### src/rtl/uart_tx_word_module_pkg.sv
// uart_tx_word_module_pkg: shared UART timing helpers and word framer state encoding
package uart_tx_word_module_pkg;
    typedef enum logic [1:0] {IDLE, SEND, DRAIN, GAP} tx_word_state_t;
    function automatic int clog2(input int v);
        int r;
        r = 0;
        while ((1 << r) < v) r++;
        return r;
    endfunction
    function automatic int bit_cycles(input int clk_fre, input int bps);
        return clk_fre * 1000000 / bps;
    endfunction
endpackage

### src/rtl/uart_tx_word_module.sv
// uart_tx_word_module: frames one word into bytes for uart_tx_module and enforces an idle gap after each frame
module uart_tx_word_module
    import uart_tx_word_module_pkg::*;
#(
    parameter int CLK_FRE    = 50,
    parameter int BPS        = 115200,
    parameter int IDLE_CYCLE = 20,
    parameter int REG_WIDTH  = 32,
    parameter int MSB_FIRST  = 1
) (
    input  logic                 clk,
    input  logic                 rst,
    input  logic [REG_WIDTH-1:0] word_data,
    input  logic                 word_valid,
    output logic                 word_ready,
    output logic [7:0]           tx_data,
    output logic                 tx_data_valid,
    input  logic                 tx_data_ready,
    output logic                 busy,
    output logic                 frame_done
);
    localparam int NBYTES     = (REG_WIDTH + 7) / 8;
    localparam int DW         = NBYTES * 8;
    localparam int GAP_CYCLES = IDLE_CYCLE * bit_cycles(CLK_FRE, BPS);
    localparam int BW         = NBYTES > 1 ? clog2(NBYTES) : 1;
    localparam int GW         = GAP_CYCLES > 0 ? clog2(GAP_CYCLES + 1) : 1;
    localparam logic [BW-1:0] LAST_BYTE = BW'(NBYTES - 1);
    localparam logic [GW-1:0] GAP_LAST  = GW'(GAP_CYCLES > 0 ? GAP_CYCLES - 1 : 0);

    tx_word_state_t state, state_nxt;
    logic [DW-1:0]  shreg, ext, shifted;
    logic [BW-1:0]  byte_cnt;
    logic [GW-1:0]  gap_cnt;
    logic           in_drain, accept, xfer, last;

    assign word_ready    = state == IDLE;
    assign tx_data_valid = state == SEND;
    assign busy          = state != IDLE;

    always_comb begin
        ext     = DW'(word_data);
        shifted = (MSB_FIRST != 0) ? shreg << 8 : shreg >> 8;
        accept  = word_valid && word_ready;
        xfer    = tx_data_valid && tx_data_ready;
        last    = byte_cnt == LAST_BYTE;
    end

    // in_drain masks the DRAIN entry cycle, when downstream may still show the ready of the last transfer
    always_comb begin
        state_nxt  = state;
        frame_done = 1'b0;
        case (state)
            IDLE:  state_nxt = word_valid ? SEND : IDLE;
            SEND:  state_nxt = (tx_data_ready && last) ? DRAIN : SEND;
            DRAIN: if (in_drain && tx_data_ready) begin
                state_nxt  = (IDLE_CYCLE == 0) ? IDLE : GAP;
                frame_done = IDLE_CYCLE == 0;
            end
            GAP:   if (gap_cnt == GAP_LAST) begin
                state_nxt  = IDLE;
                frame_done = 1'b1;
            end
            default: state_nxt = IDLE;
        endcase
    end

    always_ff @(posedge clk) begin
        if (rst) begin
            state    <= IDLE;
            shreg    <= '0;
            tx_data  <= 8'h00;
            byte_cnt <= '0;
            gap_cnt  <= '0;
            in_drain <= 1'b0;
        end else begin
            state    <= state_nxt;
            in_drain <= state == DRAIN;
            gap_cnt  <= (state == GAP) ? gap_cnt + 1'b1 : '0;
            if (accept) begin
                shreg    <= ext;
                tx_data  <= (MSB_FIRST != 0) ? ext[DW-1 -: 8] : ext[7:0];
                byte_cnt <= '0;
            end else if (xfer && !last) begin
                shreg    <= shifted;
                tx_data  <= (MSB_FIRST != 0) ? shifted[DW-1 -: 8] : shifted[7:0];
                byte_cnt <= byte_cnt + 1'b1;
            end
        end
    end
endmodule

### config.mk
export PLATFORM = sky130hd
export DESIGN_NAME = uart_tx_word_module
export DESIGN_NICKNAME = d
export VERILOG_FILES = /design/src/rtl/uart_tx_word_module_pkg.sv /design/src/rtl/uart_tx_word_module.sv
export SDC_FILE = /design/constraint.sdc
export NUM_CORES = 1
export LEC_CHECK = 0
export BUFFER_PORTS_ARGS = -buffer_cell sky130_fd_sc_hd__buf_2
export CAP_MARGIN = 20
export CORE_MARGIN = 8
export CORE_UTILIZATION = 50
export DETAILED_ROUTE_END_ITERATION = 12
export HOLD_SLACK_MARGIN = 0.06
export PLACE_DENSITY = 0.85
export SLEW_MARGIN = 20
export SYNTH_ARGS = -nofsm -noshare
export SYNTH_HDL_FRONTEND = slang
export SYNTH_SLANG_ARGS = --single-unit
### constraint.sdc
create_clock -name clk -period 2.65 [get_ports clk]
set_input_delay 0.265 -clock clk [delete_from_list [all_inputs] [get_ports clk]]
set_output_delay 0.265 -clock clk [all_outputs]
set_load 0.05 [all_outputs]
==> results by group <==
Status
  • Outcome: complete, no violations

Power and ir drop
  • Static Leak: 0.961 nW
  • PD cells: 598 mW/mm²
  • VDD IR max: 0.377 mV

Timing
  • Max Slew Vio Count: 0
  • Peak Freq: 439 MHz
  • Hold Slack: 204 ps
  • Worst slew margin: 63.3%
  • RSZ-0062 raised after global routing: no
  • Setup violators final: 0
  • Clock Skew: 6.09 ps
  • Slew @ Worst Pin: 548 ps
  • Setup TNS: 0 ps
  • Final Critical Period: 2280 ps
  • Final Cycle Share: 85.9%
  • Fin. Hold Viols: 0

Finish
  • Ant diodes: 0
  • # fillers: 399
  • Post-Layout Inst Area: 0.00256 mm²
  • P&R area growth vs syn: 14.4%
  • Layout cell share with drive strength beyond 1: 20.3%
  • Post-layout nets: 343
  • Most frequent cells in the layout: nand2_1 (62), dfxtp_1 (51), buf_2 (47)
  • Core Util, Final: 59.3%
  • Post-route insts no fill: 357
  • Most common cell after layout, fill and taps aside: nand2_1

Die
  • Core area: 0.00432 mm²
  • Die height: 82.9 µm
  • Rows: 24
  • Initial core utilization: 51.8%
  • I/O Pins: 48
  • Die X: 82.9 µm
  • Die area: 0.00688 mm²

Worst hold path
  • HP Class: in2reg
  • Number of cells on the worst hold path: 3

Route
  • Avg WL per Cell: 13.1 µm
  • Via density: 5.47
  • # DRC: 0
  • Drt pass-1 iters: 4
  • Routed WL: 4.69 mm
  • DR iter-0 viols: 134
  • ANT nets after route: 0
  • Via count: 1,953

Logic synthesis
  • Syn_nets: 306
  • Synth Cell Area: 0.00224 mm²
  • YS warnings: 0
  • Cell variety after synth: 42
  • Synth area leaders: dfxtp_1 (46%), nand2_1 (10%), a311oi_1 (9.8%)
  • Yosys top cell by area: dfxtp_1
  • Top cell type's share of synthesized area: 45.6%
  • Syn Inst Count: 268
  • Post-synthesis average cell area: 8.36 µm²
  • Post-synthesis sequential area ratio: 45.6%
  • Synth Register Bits: 51

GRT
  • Met3 Track Usage GR: 3.91%
  • Grt met1 use: 16.8%
  • Number of global-route vias before repair: 1,875
  • GRT Residual Overflow: 0
  • Gr usage total: 13.3%
  • Met2 GRT Util: 20.7%
  • Largest net degree at the start of global routing: 57
  • GRT busiest layer: met2
  • First-pass GRT wire length: 8.13 mm
  • Initial antenna violation count: 0

Place
  • DP Area: 0.00246 mm²
  • IO buf count: 47
  • Post-DP HPWL: 3.31 mm
  • Inst Count DP: 350
  • GPL Wtd Cong: 0.778

Clocking
  • TritonCTS clock tree: built
  • Clock buffer depth: 2
  • Post-CTS Hold Buffers: 0
  • CTS Sinks: 51
  • Worst skew pair latency: 290 ps
  • Clock Tree Root: clkbuf_8
  • Worst-path clk slew: 90 ps
  • Cts repair resizes: 0
  • Setup bufs post-CTS: 0
  • CTS buffer count: 5
  • H-Tree Level Count: 2

Critical path
  • Crit path kind: reg2out
  • CP endpoint kind: output port
  • Data required time of the critical path: 2380 ps
  • Worst setup SP type: flip-flop
  • Critical path arrival: 2010 ps
  • R2r worst-path depth: 4
  • Reg2reg setup slack: 920 ps
  • Crit Path Max Fanout: 4

Flow run
  • Maximum Capacitance Violations: 0
==> through the flow <==
stage	setup WS [ps]	total power, W
after floorplan	752	0.000982
after global placement	729	0.00103
after detailed placement	698	0.00104
after CTS	363	0.00155
after global routing	273	0.00160
final	373	0.00153
==> where the power goes <==
part / total [W] / internal (W) / switching [W]
logic: 0.000191 / 0.0000652 / 0.000126
registers: 0.000826 / 0.000805 / 0.0000216
clock network: 0.000515 / 0.000276 / 0.000239
==> final cells by class <==
type	instances	area, µm²	share of cell area, %
repair buffers	50	258	10.1
well taps	52	65.1	2.54
flip-flops and latches	51	1020	39.8
inverters	3	11.3	0.439
clock buffers	5	68.8	2.68
multi-input cells	194	1100	43.0
clock inverters	2	37.5	1.46
==> logic make-up (layout without fill, tap and decap cells) <==
family,count (synthesis),in the layout,share of synthesized area (%)
and+or+nand+nor,135,135,28.9
adders and majority gates,2,2,1.12
buffers and inverters,23,60,5.25
xor gates and xnor gates,4,4,1.56
AOI/OAI and AO/OA,50,50,16.3
muxes,3,3,1.34
DFF,51,51,45.6
==> worst max-delay path: stages (launching register included) <==
cell,delay [ps]
dfxtp_1,340
or4b_1,540
nor4_2,380
and3_1,200
buf_2,260
==> state kept, by name, summed over array words and instances, names as in the netlist, named ones only <==
register,cells
byte_cnt,2
in_drain,1
gap_cnt,14
tx_data,8
state,1
shreg,24
==> metal layers <==
metal | up-vias | share of wire [%]
met1 | 878 | 48
li1 | 1024 | -
met4 | 0 | 1.1
met5 | - | 0
met2 | 46 | 45
met3 | 5 | 5.4
==> cell usage after synthesis (all sizes together) <==
library cell	number
or3	4
nand3b	1
nor2b	1
ha	2
nor3b	2
or3b	1
or4b	1
a31oi	1
o41ai	1
clkbuf	9
nand2	62
and4bb	1
nand4	2
a21oi	14
buf	11
xnor2	2
or4	3
nand3	15
o31ai	3
o311ai	1
o211ai	2
and3	1
mux2i	3
and2	1
nand2b	3
nor3	2
nor2	30
nand4bb	1
inv	3
nor4	3
xor2	2
and3b	1
dfxtp	51
a311oi	25
o21ai	3
==> final timing paths <==
| kind | start | to |
|---|---|---|
| min | word_data[2] | shreg[2] |
| min reg2reg | gap_cnt[0] | gap_cnt[0] |
| max reg2reg | byte_cnt[0] | shreg[15] |
| max | gap_cnt[12] | frame_done |
(Power assumes the default switching activity.)
